<file path="config.mk">
export PLATFORM = sky130hd
export DESIGN_NAME = tetris_seq_flat
export DESIGN_NICKNAME = d
export VERILOG_FILES = /design/src/rtl/tetris_seq_if.sv /design/src/rtl/tetris_seq.sv /design/src/flat_wrapper.sv
export SDC_FILE = /design/constraint.sdc
export NUM_CORES = 1
export LEC_CHECK = 0
export ABC_AREA = 1
export CAP_MARGIN = 30
export CORE_ASPECT_RATIO = 0.6
export CORE_MARGIN = 5
export CORE_UTILIZATION = 30
export DETAILED_ROUTE_END_ITERATION = 8
export HOLD_SLACK_MARGIN = 0.12
export PLACE_DENSITY_LB_ADDON = 0.08
export SLEW_MARGIN = 0
export SYNTH_ARGS = -nofsm -noshare
export SYNTH_HDL_FRONTEND = slang
export SYNTH_SLANG_ARGS = --single-unit
</file>
<file path="constraint.sdc">
create_clock -name clka -period 1.5 [get_ports clka]
set_input_delay 0.3 -clock clka [delete_from_list [all_inputs] [get_ports clka]]
set_output_delay 0.3 -clock clka [all_outputs]
set_load 0.02 [all_outputs]
</file>
<file path="src/rtl/tetris_seq_if.sv">
`default_nettype none
// ============================================================================
// Module   : tetris_seq_if
// Brief    : Bundle between the tetris sequencer and the rng/clear_redraw
//            datapath; slave is the sequencer side.
// Revision : 1.0 - initial release
// ============================================================================
interface tetris_seq_if;
    logic [1:0]  move;
    logic [1:0]  piece_in;
    logic [31:0] board;
    logic        error;
    logic [2:0]  state;
    logic [1:0]  curr_piece;
    logic [4:0]  location;
    logic [2:0]  row_sel;
    logic        game_over;
    logic [7:0]  lines;

    modport slave (
        input  move, piece_in, board, error,
        output state, curr_piece, location, row_sel, game_over, lines
    );

    modport master (
        output move, piece_in, board, error,
        input  state, curr_piece, location, row_sel, game_over, lines
    );
endinterface
`default_nettype wire

</file>
<file path="src/rtl/tetris_seq.sv">
`default_nettype none
// ============================================================================
// Module   : tetris_seq
// Brief    : Game sequencer FSM: spawn, gravity/side moves, collision undo,
//            lock and one-at-a-time row clearing. Define TETRIS_SEQ_LINES_EN
//            to build the saturating cleared-lines counter.
// Revision : 1.0 - initial release
// ============================================================================
module tetris_seq #(
    parameter int unsigned DROP_DIV  = 4,
    parameter logic [4:0]  SPAWN_LOC = 5'd28
) (
    input  wire logic   clka,
    input  wire logic   restart_n,
    tetris_seq_if.slave bus
);
    typedef enum logic [2:0] {
        S_CLR      = 3'd0,
        S_SPAWN    = 3'd1,
        S_FALL     = 3'd2,
        S_CHECK    = 3'd3,
        S_LOCK     = 3'd4,
        S_LINECHK  = 3'd5,
        S_ROWCLR   = 3'd6,
        S_GAMEOVER = 3'd7
    } state_t;

    localparam logic [7:0] c_drop_last = 8'(DROP_DIV - 1);
    localparam logic [1:0] c_mv_left   = 2'b01;
    localparam logic [1:0] c_mv_right  = 2'b10;
    localparam logic [1:0] c_mv_drop   = 2'b11;

    state_t     r_state,   w_state_nxt;
    logic [1:0] r_piece,   w_piece_nxt;
    logic [4:0] r_loc,     w_loc_nxt;
    logic [4:0] r_prev,    w_prev_nxt;
    logic [2:0] r_row_sel, w_row_sel_nxt;
    logic [7:0] r_cnt,     w_cnt_nxt;
    logic       r_fast,    w_fast_nxt;
    logic       r_first,   w_first_nxt;
    logic       r_op_drop, w_op_drop_nxt;
    logic       w_tick;
    logic       w_full_found;
    logic [2:0] w_full_row;

    // Descending scan so the lowest full row is the one left standing.
    always_comb begin
        w_full_found = 1'b0;
        w_full_row   = 3'd0;
        for (int r = 7; r >= 0; r--) begin
            if (bus.board[4*r +: 4] == 4'hF) begin
                w_full_found = 1'b1;
                w_full_row   = 3'(r);
            end
        end
    end

    assign w_tick = r_fast || (r_cnt == c_drop_last);

    always_comb begin
        w_state_nxt   = r_state;
        w_piece_nxt   = r_piece;
        w_loc_nxt     = r_loc;
        w_prev_nxt    = r_prev;
        w_row_sel_nxt = r_row_sel;
        w_cnt_nxt     = r_cnt;
        w_fast_nxt    = r_fast;
        w_first_nxt   = r_first;
        w_op_drop_nxt = r_op_drop;
        case (r_state)
            S_CLR: w_state_nxt = S_SPAWN;
            S_SPAWN: begin
                w_piece_nxt = bus.piece_in;
                w_loc_nxt   = SPAWN_LOC;
                w_cnt_nxt   = 8'd0;
                w_fast_nxt  = 1'b0;
                w_first_nxt = 1'b1;
                w_state_nxt = S_FALL;
            end
            S_FALL: begin
                w_first_nxt = 1'b0;
                if (r_first && bus.error) begin
                    w_state_nxt = S_GAMEOVER;
                end else if (w_tick) begin
                    // Gravity wins over any player request this cycle.
                    w_cnt_nxt = 8'd0;
                    if (r_loc[4:2] == 3'd0) begin
                        w_state_nxt = S_LOCK;
                    end else begin
                        w_prev_nxt    = r_loc;
                        w_loc_nxt     = r_loc - 5'd4;
                        w_op_drop_nxt = 1'b1;
                        w_state_nxt   = S_CHECK;
                    end
                end else begin
                    w_cnt_nxt = r_cnt + 8'd1;
                    case (bus.move)
                        c_mv_left: begin
                            if (r_loc[1:0] != 2'd0) begin
                                w_prev_nxt    = r_loc;
                                w_loc_nxt     = r_loc - 5'd1;
                                w_op_drop_nxt = 1'b0;
                                w_state_nxt   = S_CHECK;
                            end
                        end
                        c_mv_right: begin
                            if (r_loc[1:0] != 2'd3) begin
                                w_prev_nxt    = r_loc;
                                w_loc_nxt     = r_loc + 5'd1;
                                w_op_drop_nxt = 1'b0;
                                w_state_nxt   = S_CHECK;
                            end
                        end
                        c_mv_drop: w_fast_nxt = 1'b1;
                        default: ;
                    endcase
                end
            end
            S_CHECK: begin
                if (bus.error) begin
                    w_loc_nxt   = r_prev;
                    w_state_nxt = r_op_drop ? S_LOCK : S_FALL;
                end else begin
                    w_state_nxt = S_FALL;
                end
            end
            S_LOCK: w_state_nxt = S_LINECHK;
            S_LINECHK: begin
                if (w_full_found) begin
                    w_row_sel_nxt = w_full_row;
                    w_state_nxt   = S_ROWCLR;
                end else begin
                    w_state_nxt = S_SPAWN;
                end
            end
            S_ROWCLR:   w_state_nxt = S_LINECHK;
            S_GAMEOVER: w_state_nxt = S_GAMEOVER;
            default:    w_state_nxt = S_CLR;
        endcase
    end

    always_ff @(posedge clka or negedge restart_n) begin
        if (!restart_n) begin
            r_state <= S_CLR;
        end else begin
            r_state <= w_state_nxt;
        end
    end

    always_ff @(posedge clka or negedge restart_n) begin
        if (!restart_n) begin
            r_piece   <= 2'd0;
            r_loc     <= SPAWN_LOC;
            r_prev    <= SPAWN_LOC;
            r_row_sel <= 3'd0;
            r_cnt     <= 8'd0;
            r_fast    <= 1'b0;
            r_first   <= 1'b0;
            r_op_drop <= 1'b0;
        end else begin
            r_piece   <= w_piece_nxt;
            r_loc     <= w_loc_nxt;
            r_prev    <= w_prev_nxt;
            r_row_sel <= w_row_sel_nxt;
            r_cnt     <= w_cnt_nxt;
            r_fast    <= w_fast_nxt;
            r_first   <= w_first_nxt;
            r_op_drop <= w_op_drop_nxt;
        end
    end

`ifdef TETRIS_SEQ_LINES_EN
    logic [7:0] r_lines;

    always_ff @(posedge clka or negedge restart_n) begin
        if (!restart_n) begin
            r_lines <= 8'd0;
        end else if ((r_state == S_ROWCLR) && (r_lines != 8'hFF)) begin
            r_lines <= r_lines + 8'd1;
        end
    end

    assign bus.lines = r_lines;
`else
    assign bus.lines = 8'd0;
`endif

    assign bus.state      = r_state;
    assign bus.curr_piece = r_piece;
    assign bus.location   = r_loc;
    assign bus.row_sel    = r_row_sel;
    assign bus.game_over  = (r_state == S_GAMEOVER);

endmodule
`default_nettype wire

</file>
<file path="src/flat_wrapper.sv">
// flat-port wrapper written by rule: the top's interface ports become plain ports
module tetris_seq_flat 
#(
    parameter int unsigned DROP_DIV  = 4,
    parameter logic [4:0]  SPAWN_LOC = 5'd28
)
  (clka, restart_n, bus_move, bus_piece_in, bus_board, bus_error, bus_state, bus_curr_piece, bus_location, bus_row_sel, bus_game_over, bus_lines);
  tetris_seq_if bus_i ();
  input  wire logic clka;
  input  wire logic restart_n;
  input wire logic [$bits(bus_i.move)-1:0] bus_move;
  input wire logic [$bits(bus_i.piece_in)-1:0] bus_piece_in;
  input wire logic [$bits(bus_i.board)-1:0] bus_board;
  input wire logic [$bits(bus_i.error)-1:0] bus_error;
  output wire logic [$bits(bus_i.state)-1:0] bus_state;
  output wire logic [$bits(bus_i.curr_piece)-1:0] bus_curr_piece;
  output wire logic [$bits(bus_i.location)-1:0] bus_location;
  output wire logic [$bits(bus_i.row_sel)-1:0] bus_row_sel;
  output wire logic [$bits(bus_i.game_over)-1:0] bus_game_over;
  output wire logic [$bits(bus_i.lines)-1:0] bus_lines;
  assign bus_i.move = bus_move;
  assign bus_i.piece_in = bus_piece_in;
  assign bus_i.board = bus_board;
  assign bus_i.error = bus_error;
  assign bus_state = bus_i.state;
  assign bus_curr_piece = bus_i.curr_piece;
  assign bus_location = bus_i.location;
  assign bus_row_sel = bus_i.row_sel;
  assign bus_game_over = bus_i.game_over;
  assign bus_lines = bus_i.lines;
  tetris_seq #(.DROP_DIV(DROP_DIV), .SPAWN_LOC(SPAWN_LOC)) u_core (.clka(clka), .restart_n(restart_n), .bus(bus_i));
endmodule
</file>
==> flow_metrics.tcl, run 1 <==
set metrics [dict create \
    max_freq_ghz 0.6237 \
    synth_edf_count 0 \
    vias 2144 \
    drive_gt1_share_pct 39.19 \
    htreeDepth 2 \
    peakVddDrop_uv 363.6 \
    yosys-top-cells-area "dfrtp_1 28%, nand2_1 15%, dfstp_2 7.7%, ha_1 5.5%, inv_1 5.2%" \
    cts_tree "yes" \
    path_buf_inv 4 \
    pin_count 61 \
    maxCapViolations 0 \
    synth.most_common_cell "nand2_1" \
    start_kind "register" \
    clockBufferDepth 2 \
    r2r_start "u_core.bus.state[0]$_DFFE_PN0P_" \
    clock_skew_ns 0.006727 \
    drtIter0Drc 138 \
    critical_path_peak_fanout 5 \
    p_per_area_nw_per_um2 584.3 \
    slew_viol_final 0 \
    routed_via_density 4.467 \
    reg2regPathDepth 10 \
    antennaDiodeCount 0 \
    worst_slack_ns -0.1033 \
    clock_latency_ns 0.28 \
    route.detailed.drc 0 \
    slowest_delay_ns 0.40 \
    min_path_type "in -> async" \
    synthFlopType "dfrtp_1" \
    core_area_um2 6648 \
    p_sw_share_pct 22.41 \
    async_flop_share_pct 100.0 \
    ys_seq_area_share_pct 35.95 \
    grt_pass1_wl_mm 10.58 \
    place_congestion 0.7837 \
    initial_core_util_pct 30.68 \
    power_frac_seq_pct 38.8 \
    ys.warnings.count 0 \
    clockRootBuffer "clkbuf_16" \
    leakage_nw 1.632 \
    power_switching_mw 0.4547 \
    syn_area_per_cell_um2 7.310 \
    pwr-share-clk_pct 50.0 \
    p_comb_share_pct 11.1 \
    finalPower_mw 2.029 \
    ys_seq_elements 29 \
    grt_pass1_vias 2052 \
    tns_ns -0.8062 \
    totalWireLength_mm 6.511 \
    cts_hold_buf 0 \
    path_delay_family "simple AND/OR/NAND/NOR gates" \
    synth_cell_types 31 \
    clk_pin_slew_worst_paths_ns 0.05 \
    area_growth_pct 70.31 \
    portBuffers 52 \
    p_int_mw 1.575 \
    crit_chain "buf_4, nor2_4, buf_4, buf_4, nand4_1, inv_2, nor2_4, nand2_2, nand2_1, nand2_1" \
    crit_path_end_kind "register" \
    die_area_um2 8601 \
    dp_hpwl_mm 4.969 \
    failed_checks "setup timing" \
    status "complete, but fails checks" \
    synth_top_area_cell "dfrtp_1" \
    grt_overflow 0 \
    required_ns 1.72 \
    antenna_left 0 \
    fin_crit_ns 1.603 \
    finalNetCount 441 \
    die_w_um 116.4 \
    crit_end "u_core.bus.location[4]$_DFFE_PN1P_" \
    ys_top_cells_by_count "79 x nand2_1, 28 x inv_1, 23 x dfrtp_1, 20 x nor2_1, 18 x nand3_1" \
    crit_arrival_ns 1.82 \
    syn_inst 279 \
    grt_usage_pct 16.19 \
    antenna_found_initial 0 \
    grt_max_degree 30 \
    synth.top_cell.area_share_pct 28.22 \
    setup_violations 17 \
    r2r_slack_ns -0.10 \
    rr_endpoint "u_core.bus.location[4]$_DFFE_PN1P_" \
    fin_crit_sh_pct 106.9 \
    cp-startpoint "u_core.bus.state[0]$_DFFE_PN0P_" \
    cts_sinks 29 \
    cp_slowest_cell "dfrtp_2" \
    worstSetupPathType "reg -> reg" \
    firstDrtPassIters 4 \
    rsz0062_at_grt "true" \
    die_height_um 73.87 \
    wire_per_inst_um 13.56 \
    syn_area_um2 2039 \
    crit_path_frequent_cell "buf_4" \
    numCtsBuffers 5 \
    cp.depth 10 \
    final-hold-violation-count 0 \
    fp-row-count 23 \
]
[final cells by class]
type                    instances  area (µm²)
clock buffers                   8       146.4
fillers                       649        3174
inverters                      35       141.4
multi-input cells             213        1384
flip-flops and latches         29       738.2
well taps                      87       108.9
repair buffers                108       954.7
[through the flow]
step	hold WS [ns]	utilization, %	worst slack, ns	instance area, µm²	instances
2_1_floorplan	0.004409	-	-0.005043	2123	286
3_3_place_gp	0.4549	45.89	-0.5520	3050	464
3_5_place_dp	0.4616	45.89	-0.5731	3050	464
4_1_cts	0.3971	50.46	-0.1057	3354	479
5_1_grt	0.4131	52.25	-0.1827	3473	480
6_report	0.3912	52.25	-0.1033	3473	480
[worst reg2reg max path, stage by stage, from the launching register on]
cell and delay (ns):
dfrtp_2 0.40, buf_4 0.16, nor2_4 0.16, buf_4 0.15
buf_4 0.11, nand4_1 0.18, inv_2 0.13, nor2_4 0.05
nand2_2 0.10, nand2_1 0.06, nand2_1 0.06
[cells by family after synthesis]
logic type / Yosys count / synth area share, %
other cells: 1 / 0.1839
simple gates: 152 / 35.21
fa+ha+maj: 10 / 6.503
compound gates: 39 / 10.25
flops: 29 / 35.95
xor+xnor: 3 / 1.289
buf+inv: 45 / 10.61
[worst min path at each step]
stage,startpoint,end,slack [ns],depth (start not counted)
2_1_floorplan,restart_n,u_core.bus.curr_piece[0]$_DFFE_PN0P_,0.004,0
3_3_place_gp,u_core.bus.curr_piece[0]$_DFFE_PN0P_,u_core.bus.curr_piece[0]$_DFFE_PN0P_,0.45,2
3_5_place_dp,u_core.bus.curr_piece[0]$_DFFE_PN0P_,u_core.bus.curr_piece[0]$_DFFE_PN0P_,0.46,2
4_1_cts,restart_n,u_core.r_cnt[7]$_DFFE_PN0P_,0.40,2
5_1_grt,restart_n,u_core.r_prev[0]$_DFFE_PN0P_,0.41,2
6_report,restart_n,u_core.bus.location[1]$_DFFE_PN0P_,0.39,2
[placed cells by master, fill, tap and decap left out, types with 6 or more instances in the layout]
cell type        count
nor2_1              14
a21oi_2              7
buf_6                6
conb_1               8
dfrtp_1             19
dfstp_2              6
nand2_2             15
dlygate4sd2_1       13
nand2_1             71
inv_1               19
clkdlybuf4s50_1     36
o21ai_0              6
nand4_1             12
o21ai_2              9
o21ai_1              6
nand3_1             14
buf_4               49
inv_2               12
[sequential cells by signal, indices dropped and copies added, names as in the netlist]
signal / count
u_core.bus.location: 5
u_core.bus.curr_piece: 2
u_core.r_fast: 1
u_core.r_prev: 5
u_core.r_op_drop: 1
u_core.r_cnt: 8
u_core.bus.row_sel: 3
u_core.r_first: 1
u_core.bus.state: 3
[metal layers]
layer  part of all wire (%)  up-vias  global-route usage, %
met1                     54      976                  26.39
met2                     39       45                  21.04
met4                   0.94        0                  3.861
li1                       -     1117                      -
met3                    5.5        6                  3.210
met5                      0        -                      0
[power by group through the flow]
| stage | Combinational [mW] | Sequential, mW | Clock (mW) |
|---|---|---|---|
| 3_3_place_gp | 0.221 | 0.800 | 0 |
| 6_report | 0.226 | 0.788 | 1.02 |
| 2_1_floorplan | 0.0830 | 0.803 | 0 |
| 5_1_grt | 0.248 | 0.787 | 1.08 |
| 4_1_cts | 0.225 | 0.787 | 1.04 |
| 3_5_place_dp | 0.222 | 0.800 | 0 |
[timing repair]
item,in CTS,in global routing
pin swaps,11,8
gates cloned,1,0
setup endpoints to repair,35,27
setup buffers,6,1
gates resized for setup,57,35
Note: power is estimated with default switching activity, not from simulation.
==> run 2: changes to the inputs <==
CAP_MARGIN = 20   (was 30)
==> results of run 2 <==
Same layout as run 1: the final DEF is identical, and so are final timing and power.
